**config.mk**
```make
export PLATFORM = sky130hd
export DESIGN_NAME = gpu_blitter
export DESIGN_NICKNAME = d
export VERILOG_FILES = /design/src/rtl/gpu_blitter.sv
export SDC_FILE = /design/constraint.sdc
export NUM_CORES = 1
export LEC_CHECK = 0
export CAP_MARGIN = 20
export CELL_PAD_IN_SITES_DETAIL_PLACEMENT = 2
export CELL_PAD_IN_SITES_GLOBAL_PLACEMENT = 2
export CORE_MARGIN = 2
export CORE_UTILIZATION = 35
export CTS_CLUSTER_SIZE = 20
export DETAILED_ROUTE_END_ITERATION = 7
export PLACE_DENSITY = 0.86
export SYNTH_ARGS = -nofsm -noshare
export SYNTH_HDL_FRONTEND = slang
export SYNTH_SLANG_ARGS = --single-unit
```
**constraint.sdc**
```tcl
create_clock -name clk -period 15.15 [get_ports clk]
set_clock_uncertainty 0.1 [all_clocks]
set_input_delay 3.7875 -clock clk [delete_from_list [all_inputs] [get_ports clk]]
set_output_delay 3.7875 -clock clk [all_outputs]
set_load 0.1 [all_outputs]
```
**src/rtl/gpu_blitter.sv**
```systemverilog
// gpu_blitter -- rectangle engine between the command controller and the
// framebuffer write port. Each accepted command either copies an excerpt of
// a source image (COPY, pixels fetched through mem_*) or fills a solid
// rectangle (FILL). Destination coordinates are signed; pixels outside the
// framebuffer are skipped in one cycle without memory or framebuffer traffic.
//
// Ports
//   clk, reset_n              clock, asynchronous active-low reset
//   cmd_valid / cmd_ready     command handshake (ready only in IDLE)
//   cmd_*                     command fields, captured on acceptance
//   ctrl_abort                drop the running command (no done pulse)
//   busy, done                engine active / one-cycle completion pulse
//   mem_addr, mem_read        source pixel read request
//   mem_data, mem_valid       read response (may be valid in the request cycle)
//   fb_x, fb_y, fb_color,     framebuffer write, combinational, sampled by the
//   fb_write                  framebuffer at the next rising edge
//
// Build option
//   GPU_FLIP_EN  when defined, cmd_flip_x / cmd_flip_y mirror the source
//                excerpt; otherwise they are ignored and no mirror logic exists.
module gpu_blitter #(
   parameter  int FB_WIDTH  = 400,
   parameter  int FB_HEIGHT = 240,
   parameter  int COLOR_W   = 16,
   parameter  int ADDR_W    = 32,
   localparam int XW        = $clog2(FB_WIDTH) + 2,
   localparam int YW        = $clog2(FB_HEIGHT) + 2,
   localparam int FXW       = $clog2(FB_WIDTH) + 1,
   localparam int FYW       = $clog2(FB_HEIGHT) + 1
) (
   input  logic                clk,
   input  logic                reset_n,
   input  logic                cmd_valid,
   output logic                cmd_ready,
   input  logic                cmd_mode,
   input  logic                cmd_key_en,
   input  logic [COLOR_W-1:0]  cmd_key,
   input  logic                cmd_flip_x,
   input  logic                cmd_flip_y,
   input  logic [ADDR_W-1:0]   cmd_address,
   input  logic [15:0]         cmd_src_x,
   input  logic [15:0]         cmd_src_y,
   input  logic [15:0]         cmd_image_width,
   input  logic [XW-1:0]       cmd_width,
   input  logic [YW-1:0]       cmd_height,
   input  logic signed [XW-1:0] cmd_x,
   input  logic signed [YW-1:0] cmd_y,
   input  logic [COLOR_W-1:0]  cmd_color,
   input  logic                ctrl_abort,
   output logic                busy,
   output logic                done,
   output logic [ADDR_W-1:0]   mem_addr,
   output logic                mem_read,
   input  logic [COLOR_W-1:0]  mem_data,
   input  logic                mem_valid,
   output logic [FXW-1:0]      fb_x,
   output logic [FYW-1:0]      fb_y,
   output logic [COLOR_W-1:0]  fb_color,
   output logic                fb_write
);

   typedef enum logic [1:0] {IDLE, COPY, FILL} state_t;

   localparam logic signed [XW+1:0] FB_W_LIM = (XW+2)'(FB_WIDTH);
   localparam logic signed [YW+1:0] FB_H_LIM = (YW+2)'(FB_HEIGHT);

   state_t state_q, state_d;

   // Command captured at acceptance; the cmd_* inputs are free afterwards.
   logic                 key_en_q;
   logic [COLOR_W-1:0]   key_q;
   logic [ADDR_W-1:0]    address_q;
   logic [15:0]          src_x_q;
   logic [15:0]          src_y_q;
   logic [15:0]          image_width_q;
   logic [XW-1:0]        width_q;
   logic [YW-1:0]        height_q;
   logic signed [XW-1:0] x_q;
   logic signed [YW-1:0] y_q;
   logic [COLOR_W-1:0]   color_q;

   logic [XW-1:0]        pos_x_q;
   logic [YW-1:0]        pos_y_q;
   logic                 done_q;

   logic                 active, accept, zero_cmd, step, finish, last_px;
   logic                 on_screen, transparent;
   logic signed [XW+1:0] dst_x;
   logic signed [YW+1:0] dst_y;
   logic [XW-1:0]        src_col;
   logic [YW-1:0]        src_row;
   logic [ADDR_W-1:0]    rd_addr;

   assign active   = (state_q != IDLE);
   assign accept   = cmd_valid && (state_q == IDLE);
   assign zero_cmd = (cmd_width == '0) || (cmd_height == '0);

   // Two guard bits keep cmd_x + pos_x exact for any operand values.
   assign dst_x = $signed({{2{x_q[XW-1]}}, x_q}) + $signed({2'b00, pos_x_q});
   assign dst_y = $signed({{2{y_q[YW-1]}}, y_q}) + $signed({2'b00, pos_y_q});

   assign on_screen = !dst_x[XW+1] && (dst_x < FB_W_LIM) &&
                      !dst_y[YW+1] && (dst_y < FB_H_LIM);

   assign last_px = (pos_x_q == width_q - XW'(1)) && (pos_y_q == height_q - YW'(1));

`ifdef GPU_FLIP_EN
   logic flip_x_q, flip_y_q;

   always_ff @(posedge clk or negedge reset_n) begin
      if (!reset_n) begin
         flip_x_q <= 1'b0;
         flip_y_q <= 1'b0;
      end else if (accept) begin
         flip_x_q <= cmd_flip_x;
         flip_y_q <= cmd_flip_y;
      end
   end

   assign src_col = flip_x_q ? (width_q - XW'(1) - pos_x_q) : pos_x_q;
   assign src_row = flip_y_q ? (height_q - YW'(1) - pos_y_q) : pos_y_q;
`else
   logic unused_flip;
   assign unused_flip = cmd_flip_x ^ cmd_flip_y;
   assign src_col     = pos_x_q;
   assign src_row     = pos_y_q;
`endif

   // Address wraps modulo 2^ADDR_W; every term is widened before summing.
   assign rd_addr = address_q + ADDR_W'(src_x_q) + ADDR_W'(src_col) +
                    (ADDR_W'(src_y_q) + ADDR_W'(src_row)) * ADDR_W'(image_width_q);

   assign transparent = key_en_q ? (mem_data == key_q) : !mem_data[0];

   // NOTE: state and every registered field use non-blocking assignments so
   // all flops update together from values sampled before the edge.
   always_ff @(posedge clk or negedge reset_n) begin
      if (!reset_n) state_q <= IDLE;
      else          state_q <= state_d;
   end

   // NOTE: every output of this block gets a default first, so no path
   // through the case statement can leave a signal unassigned (no latches).
   always_comb begin
      state_d   = state_q;
      cmd_ready = 1'b0;
      mem_read  = 1'b0;
      fb_write  = 1'b0;
      step      = 1'b0;
      case (state_q)
         IDLE: begin
            cmd_ready = 1'b1;
            if (cmd_valid && !zero_cmd) state_d = cmd_mode ? FILL : COPY;
         end
         COPY: begin
            mem_read = on_screen;
            step     = on_screen ? mem_valid : 1'b1;
            fb_write = on_screen && mem_valid && !transparent;
         end
         FILL: begin
            step     = 1'b1;
            fb_write = on_screen;
         end
         default: state_d = IDLE;
      endcase
      if (active && ctrl_abort) begin
         state_d  = IDLE;
         mem_read = 1'b0;
         fb_write = 1'b0;
         step     = 1'b0;
      end
      finish = step && last_px;
      if (finish) state_d = IDLE;
   end

   always_ff @(posedge clk or negedge reset_n) begin
      if (!reset_n) begin
         key_en_q      <= 1'b0;
         key_q         <= '0;
         address_q     <= '0;
         src_x_q       <= '0;
         src_y_q       <= '0;
         image_width_q <= '0;
         width_q       <= '0;
         height_q      <= '0;
         x_q           <= '0;
         y_q           <= '0;
         color_q       <= '0;
         pos_x_q       <= '0;
         pos_y_q       <= '0;
         done_q        <= 1'b0;
      end else begin
         done_q <= finish || (accept && zero_cmd);
         if (accept) begin
            key_en_q      <= cmd_key_en;
            key_q         <= cmd_key;
            address_q     <= cmd_address;
            src_x_q       <= cmd_src_x;
            src_y_q       <= cmd_src_y;
            image_width_q <= cmd_image_width;
            width_q       <= cmd_width;
            height_q      <= cmd_height;
            x_q           <= cmd_x;
            y_q           <= cmd_y;
            color_q       <= cmd_color;
            pos_x_q       <= '0;
            pos_y_q       <= '0;
         end else if (step) begin
            if (pos_x_q == width_q - XW'(1)) begin
               pos_x_q <= '0;
               pos_y_q <= pos_y_q + YW'(1);
            end else begin
               pos_x_q <= pos_x_q + XW'(1);
            end
         end
      end
   end

   // Outputs are forced to zero when idle so reset and idle look identical.
   assign busy     = active;
   assign done     = done_q;
   assign mem_addr = mem_read ? rd_addr : '0;
   assign fb_x     = fb_write ? dst_x[FXW-1:0] : '0;
   assign fb_y     = fb_write ? dst_y[FYW-1:0] : '0;
   assign fb_color = !fb_write ? '0 : ((state_q == COPY) ? mem_data : color_q);

endmodule
```
==> out/qor.yml <==
status: "complete, no violations"
avgSynthCellArea_um2: 8.57
r2r-start: "pos_y_q[0]$_DFFE_PN0P_"
endpoint_kind: "primary output"
cts-buffers-inserted: 17
drtIter0Drc: 777
drive_above_1_share: 0.0375
max_stage_delay_ns: 0.71
fp.dieH_um: 248
synth_top_area_share: 0.257
clock_sinks: 179
maxCapViolCount: 0
routed_via_density: 5.31
netlist.top_cell.by_area: "fa_1"
reg2reg_depth: 11
final_cell_area_mm2: 0.0248
first_pass_iters: 5
routabilityCongestion: 0.844
start_util: 0.354
holdPathStages: 2
cts_tree: "built"
grt-ovfl-total: 0
netlist_instances: 2437
ant_nets: 0
fin_nets: 3224
cp_common_cell: "fa_1"
slew-limit-headroom: 0.283
ys_ff_latch: 179
dieArea_mm2: 0.0617
worstMarginPinSlew_ns: 1.08
clock_latency_ns: 0.53
path_clk_slew_ns: 0.08
core-area_mm2: 0.0590
hp-start: "color_q[7]$_DFFE_PN0P_"
max_clock_freq_mhz: 67.8
nFillCells: 6505
maxSlewViolCount: 0
fin_util: 0.421
rows: 89
first_global_vias: 21700
yosysUniqueCellTypes: 84
crit_fanout: 16
crit_required_ns: 11.26
reg2reg_slack_ns: 10.51
cts.path.max_buffers: 2
register_area_mm2: 0.00448
root_buffer: "clkbuf_16"
startpoint_type: "register"
yosysWarningCount: 0
num_vias: 18100
io_buffers: 246
worstSetupPathType: "register to primary output"
multi_input_area_mm2: 0.0147
hold_path.class: "register to register"
setup_viol_count_final: 0
yosys-top-cells-area: "fa_1 (26%), dfrtp_1 (21%), nand2_1 (9.8%), ha_1 (8.8%), inv_1 (6.8%)"
worstHoldEndpoint: "color_q[7]$_DFFE_PN0P_"
r2r_end: "pos_x_q[0]$_DFFE_PN0P_"
wl_per_cell_um: 23.5
place_area_mm2: 0.0242
pin_count: 251
postCtsHoldBufs: 0
synth_edf_count: 0
num_antenna_cells: 0
hpwl_um: 62400
syn_area_mm2: 0.0209
area_delta_synth_final_pct: 18.9
finalCriticalPeriod_ns: 14.74
critPathArrivalTime_ns: 10.85
grt_start_max_net_pins: 188
yosysSeqAreaShare: 0.214
synth_ff_type: "dfrtp_1"
setup_ws_ns: 0.410
hold_violations: 0
drc_errors: 0
critPathLaunch: "pos_y_q[1]$_DFFE_PN0P_"
track_usage: 0.270
htree_levels: 4
timing.final.crit_share: 0.973
drt_wl_total_um: 80200
async_flop_share: 1.00
pre_cts_ws_ns: 0.611
antenna_found_initial: 4
crit_path_top_delay_cell: "a2111oi_1"
die_w_um: 248
grt_pass1_wl_um: 125000
==> cell families after synthesis <==
family          count (synthesis)  synth area share
buf+inv                       475            0.0865
xor+xnor                       87            0.0365
simple gates                  999             0.221
compound gates                259            0.0858
other cells                     1          0.000180
mux                            22            0.0107
flops                         179             0.214
fa+ha+maj                     415             0.345
==> what timing repair did <==
item | CTS | global route
endpoints found under the setup margin | 1 | 6
setup buffers | 0 | 0
gates resized for setup | 1 | 6
==> registers in the layout, indices dropped and copies added (netlist names) <==
register / flops
color_q: 16
image_width_q: 16
key_en_q: 1
done: 1
width_q: 11
x_q: 11
src_y_q: 16
src_x_q: 16
key_q: 16
height_q: 10
y_q: 10
pos_x_q: 11
pos_y_q: 10
state_q: 2
address_q: 32
==> cells in the final DEF (no fill, tap or decap), types with 8 or more instances in the layout <==
cell and instances:
a211o_1 10, a211oi_1 8, a21o_1 20, a21oi_1 45, a22o_1 10, and2_1 129, and3_1 14, buf_4 27
clkbuf_16 17, clkdlybuf4s50_1 234, dfrtp_1 179, fa_1 268, ha_1 147, inv_1 377, mux2i_1 20, nand2_1 547
nand2b_1 36, nand3_1 19, nand4_1 16, nor2_1 102, nor2b_1 67, nor3_1 26, nor4_1 10, o211ai_1 12
o21a_1 14, o21ai_0 58, o21bai_1 8, or3_1 10, xnor2_1 54, xnor2_2 8, xor2_1 25
==> area by class of cell <==
cell class / instances / area share
repair buffers: 269 / 0.107
clock inverters: 15 / 0.00821
clock buffers: 17 / 0.0171
multi-input cells: 1784 / 0.592
flip-flops and latches: 179 / 0.180
inverters: 379 / 0.0573
well taps: 773 / 0.0389
==> Yosys cell counts, drive strengths merged, types with 14 or more instances <==
| cell type | count |
|---|---|
| nor2b | 67 |
| dfrtp | 179 |
| nand2 | 548 |
| and2 | 129 |
| o21a | 14 |
| nor3 | 27 |
| nor2 | 105 |
| nand3 | 20 |
| a21oi | 46 |
| a21o | 20 |
| clkbuf | 83 |
| o211ai | 14 |
| mux2i | 20 |
| ha | 147 |
| inv | 379 |
| xor2 | 25 |
| fa | 268 |
| xnor2 | 62 |
| nand4 | 16 |
| and3 | 14 |
| o21ai | 62 |
| nand2b | 36 |
==> worst max-delay path by stage <==
stage                              end  slack (ns)
after floorplan           mem_addr[31]        1.77
after detailed placement  mem_addr[27]        0.61
after global placement    mem_addr[27]        1.14
final                     mem_addr[31]        0.41
after global routing      mem_addr[31]      -0.001
after CTS                 mem_addr[21]        0.08
==> per-stage QoR <==
step	std cells	TNS [ns]	hold slack, ns
final	3416	0	0.384
after global routing	3416	-0.00138	0.409
after CTS	3413	0	0.390
after detailed placement	3381	0	0.367
after global placement	3381	0	0.358
after floorplan	2438	0	0.345
==> layer usage <==
metal | GRT usage | vias to the layer above | wire length [um]
li1 | - | 7994 | -
met2 | 0.495 | 501 | 41900
met3 | 0.0501 | 212 | 3850
met1 | 0.295 | 9413 | 30200
met5 | 0 | - | 49
met4 | 0.143 | 8 | 4170
==> critical path: cells and delay by family, from the launching register on <==
kind,cells,cell delay [ns]
adder cells (fa/ha/maj),8,4.03
AO/OA/AOI/OAI,13,3.80
AND/OR/NAND/NOR,5,1.04
buffers and inverters,5,0.80
flip-flops,1,0.64
Power is not shown: default switching activity piles up to over one toggle a cycle in this logic, so the estimate is an artifact.
